[src/rtl/bcd_pkg.sv]
// Shared types and constants for the BCD -> Excess-K stream converter.
// Latency: n/a (declarations only).
// Backpressure: n/a.
package bcd_pkg;

    localparam int DIGIT_W = 4;
    localparam logic [DIGIT_W-1:0] BCD_MAX = 4'd9;

    // Converter FSM state encoding
    typedef logic [1:0] state_t;
    localparam state_t ST_IDLE = 2'd0;
    localparam state_t ST_CONV = 2'd1;
    localparam state_t ST_DONE = 2'd2;

endpackage

[src/rtl/bcd_excess_digit.sv]
// Single-digit Excess-K encoder/decoder; flags digits outside the legal range.
// Latency: combinational.
// Backpressure: none, pure function of its inputs.
module bcd_excess_digit
    import bcd_pkg::*;
#(
    parameter int OFFSET = 6
) (
    input  logic [DIGIT_W-1:0] digit,
    input  logic               mode,
    output logic [DIGIT_W-1:0] code,
    output logic               err
);

    // 5-bit arithmetic so that 9+OFFSET (up to 15) and comparisons never wrap
    localparam logic [DIGIT_W-1:0] OFF4    = DIGIT_W'(OFFSET);
    localparam logic [DIGIT_W:0]   OFF5    = (DIGIT_W+1)'(OFFSET);
    localparam logic [DIGIT_W:0]   MAXOFF5 = {1'b0, BCD_MAX} + OFF5;

    logic [DIGIT_W:0] c5;
    logic [DIGIT_W:0] dec5;

    assign c5   = {1'b0, digit};
    assign dec5 = c5 - OFF5;

    // Encode adds OFFSET to a valid BCD digit; decode strips it from a valid code
    always_comb begin
        code = '0;
        err  = 1'b0;
        if (mode) begin
            if ((c5 >= OFF5) && (c5 <= MAXOFF5)) begin
                code = dec5[DIGIT_W-1:0];
            end else begin
                err = 1'b1;
            end
        end else begin
            if (digit <= BCD_MAX) begin
                code = digit + OFF4;
            end else begin
                err = 1'b1;
            end
        end
    end

endmodule

[src/rtl/bcd_excess_stream.sv]
// Multi-digit handshaked BCD -> Excess-K converter, one digit per clock, LSB digit first.
// Latency: word accepted at edge 0, out_valid after edge NDIGITS; words spaced >= NDIGITS+2 cycles.
// Backpressure: in_ready only in IDLE; result held stable in DONE until out_ready.
// Optional decode path (mode port) enabled by defining BCD_EXCESS_DECODE_EN.
module bcd_excess_stream
    import bcd_pkg::*;
#(
    parameter int NDIGITS = 4,
    parameter int OFFSET  = 6,
    localparam int DW     = DIGIT_W * NDIGITS
) (
    input  logic               clk,
    input  logic               rst_n,
`ifdef BCD_EXCESS_DECODE_EN
    input  logic               mode,
`endif
    input  logic               in_valid,
    output logic               in_ready,
    input  logic [DW-1:0]      in_bcd,
    output logic               out_valid,
    input  logic               out_ready,
    output logic [DW-1:0]      out_code,
    output logic [NDIGITS-1:0] out_err,
    output logic               busy
);

    localparam int CW = (NDIGITS > 1) ? $clog2(NDIGITS) : 1;
    localparam logic [CW-1:0] LAST = CW'(NDIGITS - 1);

    if ((OFFSET < 0) || (OFFSET > 6)) begin : g_bad_offset
        $error("bcd_excess_stream: OFFSET must be in 0..6");
    end
    if (NDIGITS < 1) begin : g_bad_ndigits
        $error("bcd_excess_stream: NDIGITS must be >= 1");
    end

    state_t               state_q, state_d;
    logic [CW-1:0]        cnt_q, cnt_d;
    logic [DW-1:0]        shift_q, shift_d;
    logic [DW-1:0]        code_q, code_d;
    logic [NDIGITS-1:0]   err_q, err_d;
    logic                 dig_mode;
    logic [DIGIT_W-1:0]   dig_code;
    logic                 dig_err;

`ifdef BCD_EXCESS_DECODE_EN
    logic                 mode_q, mode_d;
    assign dig_mode = mode_q;
`else
    assign dig_mode = 1'b0;
`endif

    // One converter shared over time; the shift register presents the current digit at its bottom
    bcd_excess_digit #(
        .OFFSET (OFFSET)
    ) u_digit (
        .digit (shift_q[DIGIT_W-1:0]),
        .mode  (dig_mode),
        .code  (dig_code),
        .err   (dig_err)
    );

    // Next-state: accept in IDLE, convert one digit per cycle in CONV, hold result in DONE
    always_comb begin
        state_d = state_q;
        cnt_d   = cnt_q;
        shift_d = shift_q;
        code_d  = code_q;
        err_d   = err_q;
`ifdef BCD_EXCESS_DECODE_EN
        mode_d  = mode_q;
`endif
        case (state_q)
            ST_IDLE: begin
                if (in_valid) begin
                    shift_d = in_bcd;
                    cnt_d   = '0;
                    code_d  = '0;
                    err_d   = '0;
`ifdef BCD_EXCESS_DECODE_EN
                    mode_d  = mode;
`endif
                    state_d = ST_CONV;
                end
            end
            ST_CONV: begin
                code_d[DIGIT_W*int'(cnt_q) +: DIGIT_W] = dig_code;
                err_d[cnt_q] = dig_err;
                shift_d = shift_q >> DIGIT_W;
                if (cnt_q == LAST) begin
                    cnt_d   = '0;
                    state_d = ST_DONE;
                end else begin
                    cnt_d = cnt_q + 1'b1;
                end
            end
            ST_DONE: begin
                if (out_ready) begin
                    state_d = ST_IDLE;
                end
            end
            default: begin
                state_d = ST_IDLE;
            end
        endcase
    end

    // State registers; reset discards any word in flight
    always_ff @(posedge clk or negedge rst_n) begin
        if (!rst_n) begin
            state_q <= ST_IDLE;
            cnt_q   <= '0;
            shift_q <= '0;
            code_q  <= '0;
            err_q   <= '0;
`ifdef BCD_EXCESS_DECODE_EN
            mode_q  <= 1'b0;
`endif
        end else begin
            state_q <= state_d;
            cnt_q   <= cnt_d;
            shift_q <= shift_d;
            code_q  <= code_d;
            err_q   <= err_d;
`ifdef BCD_EXCESS_DECODE_EN
            mode_q  <= mode_d;
`endif
        end
    end

    assign in_ready  = (state_q == ST_IDLE);
    assign out_valid = (state_q == ST_DONE);
    assign busy      = (state_q != ST_IDLE);
    assign out_code  = code_q;
    assign out_err   = err_q;

endmodule

[config.mk]
export PLATFORM = sky130hd
export DESIGN_NAME = bcd_excess_stream
export DESIGN_NICKNAME = d
export VERILOG_FILES = /design/src/rtl/bcd_pkg.sv /design/src/rtl/bcd_excess_digit.sv /design/src/rtl/bcd_excess_stream.sv
export SDC_FILE = /design/constraint.sdc
export NUM_CORES = 1
export LEC_CHECK = 0
export ABC_AREA = 1
export BUFFER_PORTS_ARGS = -buffer_cell sky130_fd_sc_hd__buf_2
export CORE_ASPECT_RATIO = 0.9
export CORE_MARGIN = 1
export CORE_UTILIZATION = 57
export CTS_CLUSTER_DIAMETER = 30
export DETAILED_ROUTE_END_ITERATION = 12
export GPL_TIMING_DRIVEN = 0
export PLACE_DENSITY = 0.9
export SKIP_CTS_REPAIR_TIMING = 1
export SYNTH_ARGS = -nofsm -noshare
export SYNTH_HDL_FRONTEND = slang
export SYNTH_SLANG_ARGS = --single-unit
[constraint.sdc]
create_clock -name clk -period 3.6 [get_ports clk]
set_clock_uncertainty 0.2 [all_clocks]
set_input_delay 0.72 -clock clk [delete_from_list [all_inputs] [get_ports clk]]
set_output_delay 0.72 -clock clk [all_outputs]
set_load 0.01 [all_outputs]
==> metrics.txt, run 1 <==
CTS tree built; Final ANT Viol Nets 0; fraction of layout cells with a size suffix above 1 0.2370; # H-tree levels 2; largest net degree at the start of global routing 41; grt ovf 0; RSZ-0062 raised after global routing no; sequential share of the synthesized area 0.5246; outcome finished clean; Worst Setup Start Kind flip-flop; CP Class reg -> reg; buffer depth of the longest clock path 2; worst r2r src cnt_q[0]$_DFFE_PN0P_; die area 3583 µm²; GRT Util Overall 0.2745; Reg2Reg Depth 7; Filler Cells Inserted 247; Tcrit/Tclk final 0.6309; max_slew headroom 0.4304; height of the die 56.89 µm; nets 298; DR iter-0 viols 98; total CTS buffers 5; Mapped Area 1908 µm²; Detailed Route WL 4333 µm; FF+latch count, synth 40; Min-Delay Endpoint shift_q[15]$_DFFE_PN0P_; Mapped Avg Cell Area 8.634 µm²; detailed placement HPWL 3112 µm; synth warn 0; RR Endpoint out_code[10]$_DFFE_PN0P_; endpoint arrival time on the critical path 2280 ps; DP Cell Count 305; Sink Count 40; FP Rows 19; multi-input logic area 784.5 µm²; Ports 43; initial antenna violation count 0; Worst EP required 3610 ps; Worst-path clk slew 70 ps; final worst path period need 2271 ps; Die X 62.99 µm; Reg area 1001 µm²; Hold Fails Final Rpt 0; Synth top area share 0.5246; Cell Pwr Density 866.7 nW/µm²; vias in the first global route 1,673; clock root cell clkbuf_8; Area contributors post-synth dfrtp_1 52%, nand2_1 10%, o21ai_0 6.8%; Setup WS post-layout 1329 ps; GR Util met1 0.3548; Top Usage Layer GRT met2; Highest Clock Rate 440.3 MHz; Max VDD drop 0.0004312 V; Hold Path Depth 2; Starting Density 0.6127; Pleak 0.001238 µW; dpl ws 1405 ps; GPL Wtd Cong 0.8616; TritonRoute pass-1 iters 4; Slew Viols, Final 0; met2 GRT Util 0.4393; Hold Startpoint shift_q[15]$_DFFE_PN0P_; WL per Instance 13.89 µm; routed vias 1,726; first-pass GRT wire length 7458 µm; Max-Cap Viols 0; Slew @ Worst Pin 854.4 ps; Hold Path Class reg -> reg; input/output buffers 42; Syn Nets 249; DRC Markers 0; Synth cell types 19; setup TNS 0 ps; core region area 3114 µm²; later-pin clock latency in the skew report 290 ps; kind of end point of the critical path flip-flop; Setup-failing EPs final 0; R2R setup slack 1330 ps; synthesized instance count 221; P&R area growth vs syn 17.84%; via/cell ratio 5.532; Final Non-Filler Cells 312; Synth area leader dfrtp_1; ANT cells 0; GR Layer Usage met3 0.06707; Critical Path Fanout Max 10
## through the flow
| stage | util | hold slack (ps) | area, µm² | total power [µW] |
|---|---|---|---|---|
| 6_report | 0.7220 | 278.4 | 2248 | 1949 |
| 5_1_grt | 0.7220 | 313.4 | 2248 | 2106 |
| 4_1_cts | 0.7220 | 283.0 | 2248 | 1941 |
| 3_5_place_dp | 0.6971 | 263.3 | 2171 | 1657 |
| 3_3_place_gp | 0.6971 | 254.9 | 2171 | 1611 |
| 2_1_floorplan | - | 224.4 | 1908 | 1359 |
## layout by cell type (no fill, tap or decap)
cell type,netlist,layout
inv_1,21,21
clkbuf_1,2,3
ha_1,8,8
nor2_2,2,2
nor2_4,1,1
o31ai_1,2,2
clkbuf_8,0,5
a21oi_1,1,1
dfrtp_1,40,40
buf_2,5,47
o21ai_0,26,26
or2_2,1,1
nand3_1,21,21
nor2_1,12,12
nand2_2,4,4
inv_2,3,3
o22ai_1,3,3
nand2_1,53,53
clkinv_2,0,1
a22oi_1,9,9
nand4_1,7,7
## routing by layer
metal / share of wire / up-vias
met5: 0 / -
met4: 0.017 / 0
met3: 0.066 / 8
met2: 0.48 / 65
met1: 0.44 / 821
li1: - / 832
## cells in the mapped netlist
library cell   n
nand2_1       53
dfrtp_1       40
o21ai_0       26
inv_1         21
nand3_1       21
nor2_1        12
a22oi_1        9
ha_1           8
nand4_1        7
buf_2          5
nand2_2        4
inv_2          3
o22ai_1        3
clkbuf_1       2
nor2_2         2
o31ai_1        2
a21oi_1        1
nor2_4         1
or2_2          1
## cell families (layout without fill, tap and decap cells)
group / after synthesis / after routing / share of synthesized area
simple gates: 101 / 101 / 0.2347
compound gates: 41 / 41 / 0.1239
flops: 40 / 40 / 0.5246
buf+inv: 31 / 80 / 0.06426
fa+ha+maj: 8 / 8 / 0.05246
## worst max-delay path by stage
stage	endpoint	start	cells after the start
final	out_code[10]$_DFFE_PN0P_	cnt_q[0]$_DFFE_PN0P_	7
after global routing	out_code[11]$_DFFE_PN0P_	cnt_q[0]$_DFFE_PN0P_	7
after CTS	out_code[10]$_DFFE_PN0P_	cnt_q[0]$_DFFE_PN0P_	7
after detailed placement	out_code[10]$_DFFE_PN0P_	cnt_q[0]$_DFFE_PN0P_	7
after global placement	out_code[10]$_DFFE_PN0P_	cnt_q[0]$_DFFE_PN0P_	7
after floorplan	out_code[5]$_DFFE_PN0P_	cnt_q[0]$_DFFE_PN0P_	7
## layout make-up
class,instances,share of cell area
Buffer,7,0.01447
Clock buffer,6,0.03228
Clock inverter,1,0.002226
Inverter,24,0.04007
Multi-Input combinational cell,150,0.3489
Sequential cell,40,0.4452
Tap cell,42,0.02337
Timing Repair Buffer,42,0.09349
## power breakdown
group          switching [µW]  total, µW  leakage, µW  internal [µW]
clock network             146        278    0.0000410            132
logic                     629        942     0.000671            313
registers                 113        728     0.000526            615
total                     888       1950      0.00124           1060
## flip-flops by register name (all words and copies together), names as in the netlist
signal    count
cnt_q         2
shift_q      16
out_code     16
out_err       4
state_q       2
## worst max-delay path: stages, from the launching register on
cell and delay (ps):
dfrtp_1 430, clkbuf_1 370, inv_1 200, ha_1 280, inv_1 90, clkbuf_1 340, nand2_1 120, o21ai_0 160
Note: power is estimated with default switching activity, not from simulation.
==> inputs of run 2 (changes only) <==
Settings changed: ABC_AREA 1 to 0, CORE_UTILIZATION 57 to 54, PLACE_DENSITY 0.9 to 0.86.
Clock period 3.6 ns to 2.1 ns, I/O delays scaled along.
==> metrics.txt, run 2 <==
outcome finished clean; P&R area growth vs syn 20.58%; clock root cell clkbuf_8; first-pass GRT wire length 7624 µm; final worst path period need 1996 ps; synthesized instance count 198; Post-synth top cells 40 x dfrtp_1, 22 x nand2_1, 17 x nor2b_1, 17 x o21ai_0, 14 x a21oi_1; core region area 3478 µm²; Hold Path Class in -> async; number of flops mapped to enable cells by yosys 0; Slew @ Worst Pin 880.1 ps; synth warn 0; # H-tree levels 2; height of the die 60.27 µm; Synth Area in Adders 0.04914; largest net degree at the start of global routing 41; Slew Viols, Final 0; Tot Pwr 3533 µW; die area 4022 µm²; GPL Wtd Cong 0.8344; Highest Clock Rate 501.1 MHz; Worst EP required 1480 ps; via/cell ratio 5.799; buffer depth of the longest clock path 2; max_slew headroom 0.4132; Ports 43; Tcrit/Tclk final 0.9503; Detailed Route WL 4689 µm; Worst Setup Start Kind flip-flop; Syn Nets 226; fin util 0.7061; Max-Cap Viols 0; FF+latch count, synth 40; Starting Density 0.5856; Compound-Gate Fraction of Synth Area 0.2439; Synth cell types 33; async set or reset register ratio after synthesis 1.000; DRC Markers 0; Synth top area share 0.4914; total CTS buffers 5; later-pin clock latency in the skew report 290 ps; routed vias 1,734; CP Class reg -> out; largest family of logic cells by synthesized area compound AO/OA/AOI/OAI gates; Hold WS 44.65 ps; input/output buffers 42; xor and xnor fraction of the mapped netlist area 0; mux contribution to synthesized area 0; FP Rows 20; simple-gate share of the synthesized area 0.1689; Synth area leader dfrtp_1; initial antenna violation count 0; detailed placement HPWL 3257 µm; CTS tree built; kind of end point of the critical path output pin; Setup-failing EPs final 0; Pleak 0.001199 µW; Sink Count 40; fin area 2456 µm²; TritonRoute pass-1 iters 4; GRT Util Overall 0.2615; grt ovf 0; Critical Path Fanout Max 10; vias in the first global route 1,637; Synth Flop Type dfrtp_1; WL per Instance 15.68 µm; DR iter-0 viols 150; setup TNS 0 ps; Die X 66.74 µm; Mapped Area 2037 µm²; commonest non-fill, non-tap cell in the layout buf_2; Cell Pwr Density 1438 nW/µm²; Worst-path clk slew 70 ps; commonest cells after routing, fill and taps aside 46 x buf_2, 39 x dfrtp_1, 22 x nand2_1, 17 x o21ai_0, 17 x nor2b_1; most frequent cell after synthesis dfrtp_1; fraction of layout cells with a size suffix above 1 0.2863; ANT cells 0; Hold Fails Final Rpt 0; Max VDD drop 0.0008347 V; Mapped Avg Cell Area 10.29 µm²; endpoint arrival time on the critical path 1380 ps; sequential share of the synthesized area 0.4914; Final ANT Viol Nets 0; Area contributors post-synth dfrtp_1 49%, nor2b_1 5.2%, ha_1 4.9%; Post-Place Cell Area 2302 µm²; RSZ-0062 raised after global routing no; nets 282
==> run 2: cell type report <==
type,count,area (µm²)
buffer,11,76.32
clock buffer,8,90.09
fill,272,1022
inverter,7,26.28
multi-input combinational,140,943.4
sequential,40,1002
tap,44,55.05
timing repair buffer,49,262.8
==> run 2: per-layer routing <==
layer	up-vias	GRT usage	share of wire
met4	0	0.1125	0.015
met3	8	0.05725	0.051
li1	821	-	-
met5	-	0	0
met1	843	0.3771	0.47
met2	62	0.3781	0.46
==> run 2: path summary, 6_finish.rpt <==
kind,startpoint,end,slack [ps],cells after the start
max in group asynchronous,rst_n,cnt_q[0]$_DFFE_PN0P_,1060,1
min,rst_n,out_code[7]$_DFFE_PN0P_,40,1
min reg2reg,out_code[3]$_DFFE_PN0P_,out_code[3]$_DFFE_PN0P_,300,1
max reg2reg,cnt_q[0]$_DFFE_PN0P_,out_code[12]$_DFFE_PN0P_,160,4
max,state_q[1]$_DFFE_PN0P_,in_ready,100,5
min in group clk,out_ready,state_q[1]$_DFFE_PN0P_,110,2
==> run 2: power by group <==
| part | internal [µW] | switching, µW |
|---|---|---|
| logic | 770 | 977 |
| registers | 1060 | 210 |
| clock network | 268 | 253 |
| total | 2090 | 1440 |
==> run 2: critical path, cell delays in order, from the launching register on <==
cell     delay, ps
dfrtp_1        420
buf_6          140
buf_6          130
or2_4          230
inv_1           50
buf_2          110
==> run 2: kinds of logic after synthesis <==
| kind of cell | after synthesis |
|---|---|
| AOI/OAI and AO/OA | 73 |
| and+or+nand+nor | 59 |
| DFF | 40 |
| buffers and inverters | 18 |
| adders and majority gates | 8 |
==> run 2: stage by stage <==
stage / cells / worst slack, ps
final: 299 / 104.3
after global routing: 299 / 55.40
after CTS: 292 / -15.01
after detailed placement: 284 / -2.216
after global placement: 284 / 25.74
after floorplan: 198 / 167.9
==> inputs of run 3 (changes only) <==
Settings changed: CORE_UTILIZATION 54 to 23, PLACE_DENSITY 0.86 to 0.47.
==> metrics.txt, run 3 (synthesized netlist as in run 2, its figures left out) <==
CP Class reg -> out; die area 9238 µm²; Critical Path Fanout Max 10; endpoint arrival time on the critical path 1370 ps; detailed placement HPWL 3873 µm; Starting Density 0.2377; Worst setup startpoint state_q[1]$_DFFE_PN0P_; fin util 0.2979; nets 280; Worst Setup Start Kind flip-flop; FP Rows 32; core region area 8568 µm²; worst r2r src cnt_q[0]$_DFFE_PN0P_; DR iter-0 viols 77; Pleak 0.001199 µW; outcome finished clean; total CTS buffers 5; Hold Fails Final Rpt 0; Max VDD drop 0.0003507 V; Final ANT Viol Nets 0; later-pin clock latency in the skew report 300 ps; max_slew headroom 0.3879; Worst EP required 1480 ps; GRT Util Overall 0.1298; TritonRoute pass-1 iters 4; input/output buffers 42; Ports 43; CTS tree built; DRC Markers 0; # H-tree levels 2; Tcrit/Tclk final 0.9470; P&R area growth vs syn 25.31%; first-pass GRT wire length 9204 µm; buffer depth of the longest clock path 2; commonest cells after routing, fill and taps aside 46 x buf_2, 39 x dfrtp_1, 22 x nand2_1, 17 x o21ai_0, 17 x nor2b_1; grt ovf 0; clock root cell clkbuf_8; Worst-path clk slew 80 ps; fraction of layout cells with a size suffix above 1 0.2885; commonest non-fill, non-tap cell in the layout buf_2; GPL Wtd Cong 0.7384; Hold Path Class in -> async; routed vias 1,677; final worst path period need 1989 ps; vias in the first global route 1,757; Setup-failing EPs final 0; Cell Pwr Density 1417 nW/µm²; initial antenna violation count 0; via/cell ratio 4.508; Slew @ Worst Pin 918.2 ps; largest net degree at the start of global routing 41; Detailed Route WL 5404 µm; Die X 101.2 µm; Reg2Reg Depth 5; Sink Count 40; Slew Viols, Final 0; Highest Clock Rate 502.9 MHz; height of the die 91.28 µm; RSZ-0062 raised after global routing no; ANT cells 0; kind of end point of the critical path output pin; Post-Place Cell Area 2396 µm²; Max-Cap Viols 0; WL per Instance 14.53 µm; fin area 2552 µm²
-- run 3: changes by cell type in the layout (fill, tap and decap cells not counted) --
cell	delta
buf_4	-1
buf_6	-1
bufinv_16	+1
clkbuf_1	-2
clkbuf_8	-1
clkinv_2	+1
clkinvlp_4	+1
-- run 3: layout make-up --
type / count / area [µm²]
fillers: 939 / 6016
inverters: 7 / 26.28
multi-input cells: 140 / 943.4
flip-flops and latches: 40 / 1002
plain buffers: 10 / 65.06
clock buffers: 5 / 68.82
well taps: 119 / 148.9
clock inverters: 3 / 42.54
repair buffers: 48 / 255.2
-- run 3: path summary, 6_finish.rpt --
path | slack [ps] | end
min reg2reg | 290 | out_code[3]$_DFFE_PN0P_
min in group clk | 100 | state_q[1]$_DFFE_PN0P_
max reg2reg | 160 | out_code[5]$_DFFE_PN0P_
max | 110 | in_ready
min | 50 | out_err[1]$_DFFE_PN0P_
max in group asynchronous | 1030 | cnt_q[0]$_DFFE_PN0P_
-- run 3: per-stage QoR --
step | total power (µW) | setup slack (ps) | hold WS (ps) | TNS, ps | cells
finish | 3618 | 111.4 | 50.22 | 0 | 372
CTS | 3586 | -61.19 | 92.86 | -445.2 | 367
floorplan | 2374 | 167.9 | -75.59 | 0 | 198
global route | 3921 | 51.80 | 101.7 | 0 | 372
global placement | 2899 | -34.59 | 275.9 | -126.7 | 359
detailed placement | 2928 | -46.78 | 272.7 | -218.5 | 359
-- run 3: where the power goes --
part / switching (µW) / leakage, µW / internal (µW)
logic: 974 / 0.000609 / 735
registers: 202 / 0.000537 / 1050
clock network: 300 / 0.0000541 / 352
-- run 3: critical path, cell delays in order (launching register included) --
cell and delay, ps:
dfrtp_1 410, buf_6 130, buf_6 140, or2_4 230, inv_1 50, buf_2 110
-- run 3: routing by layer --
metal | vias up | GRT usage | routed length, µm
li1 | 817 | - | -
met1 | 816 | 0.1836 | 2680
met2 | 40 | 0.2007 | 2479
met3 | 4 | 0.02848 | 215
met4 | 0 | 0.02899 | 28
met5 | - | 0 | 0
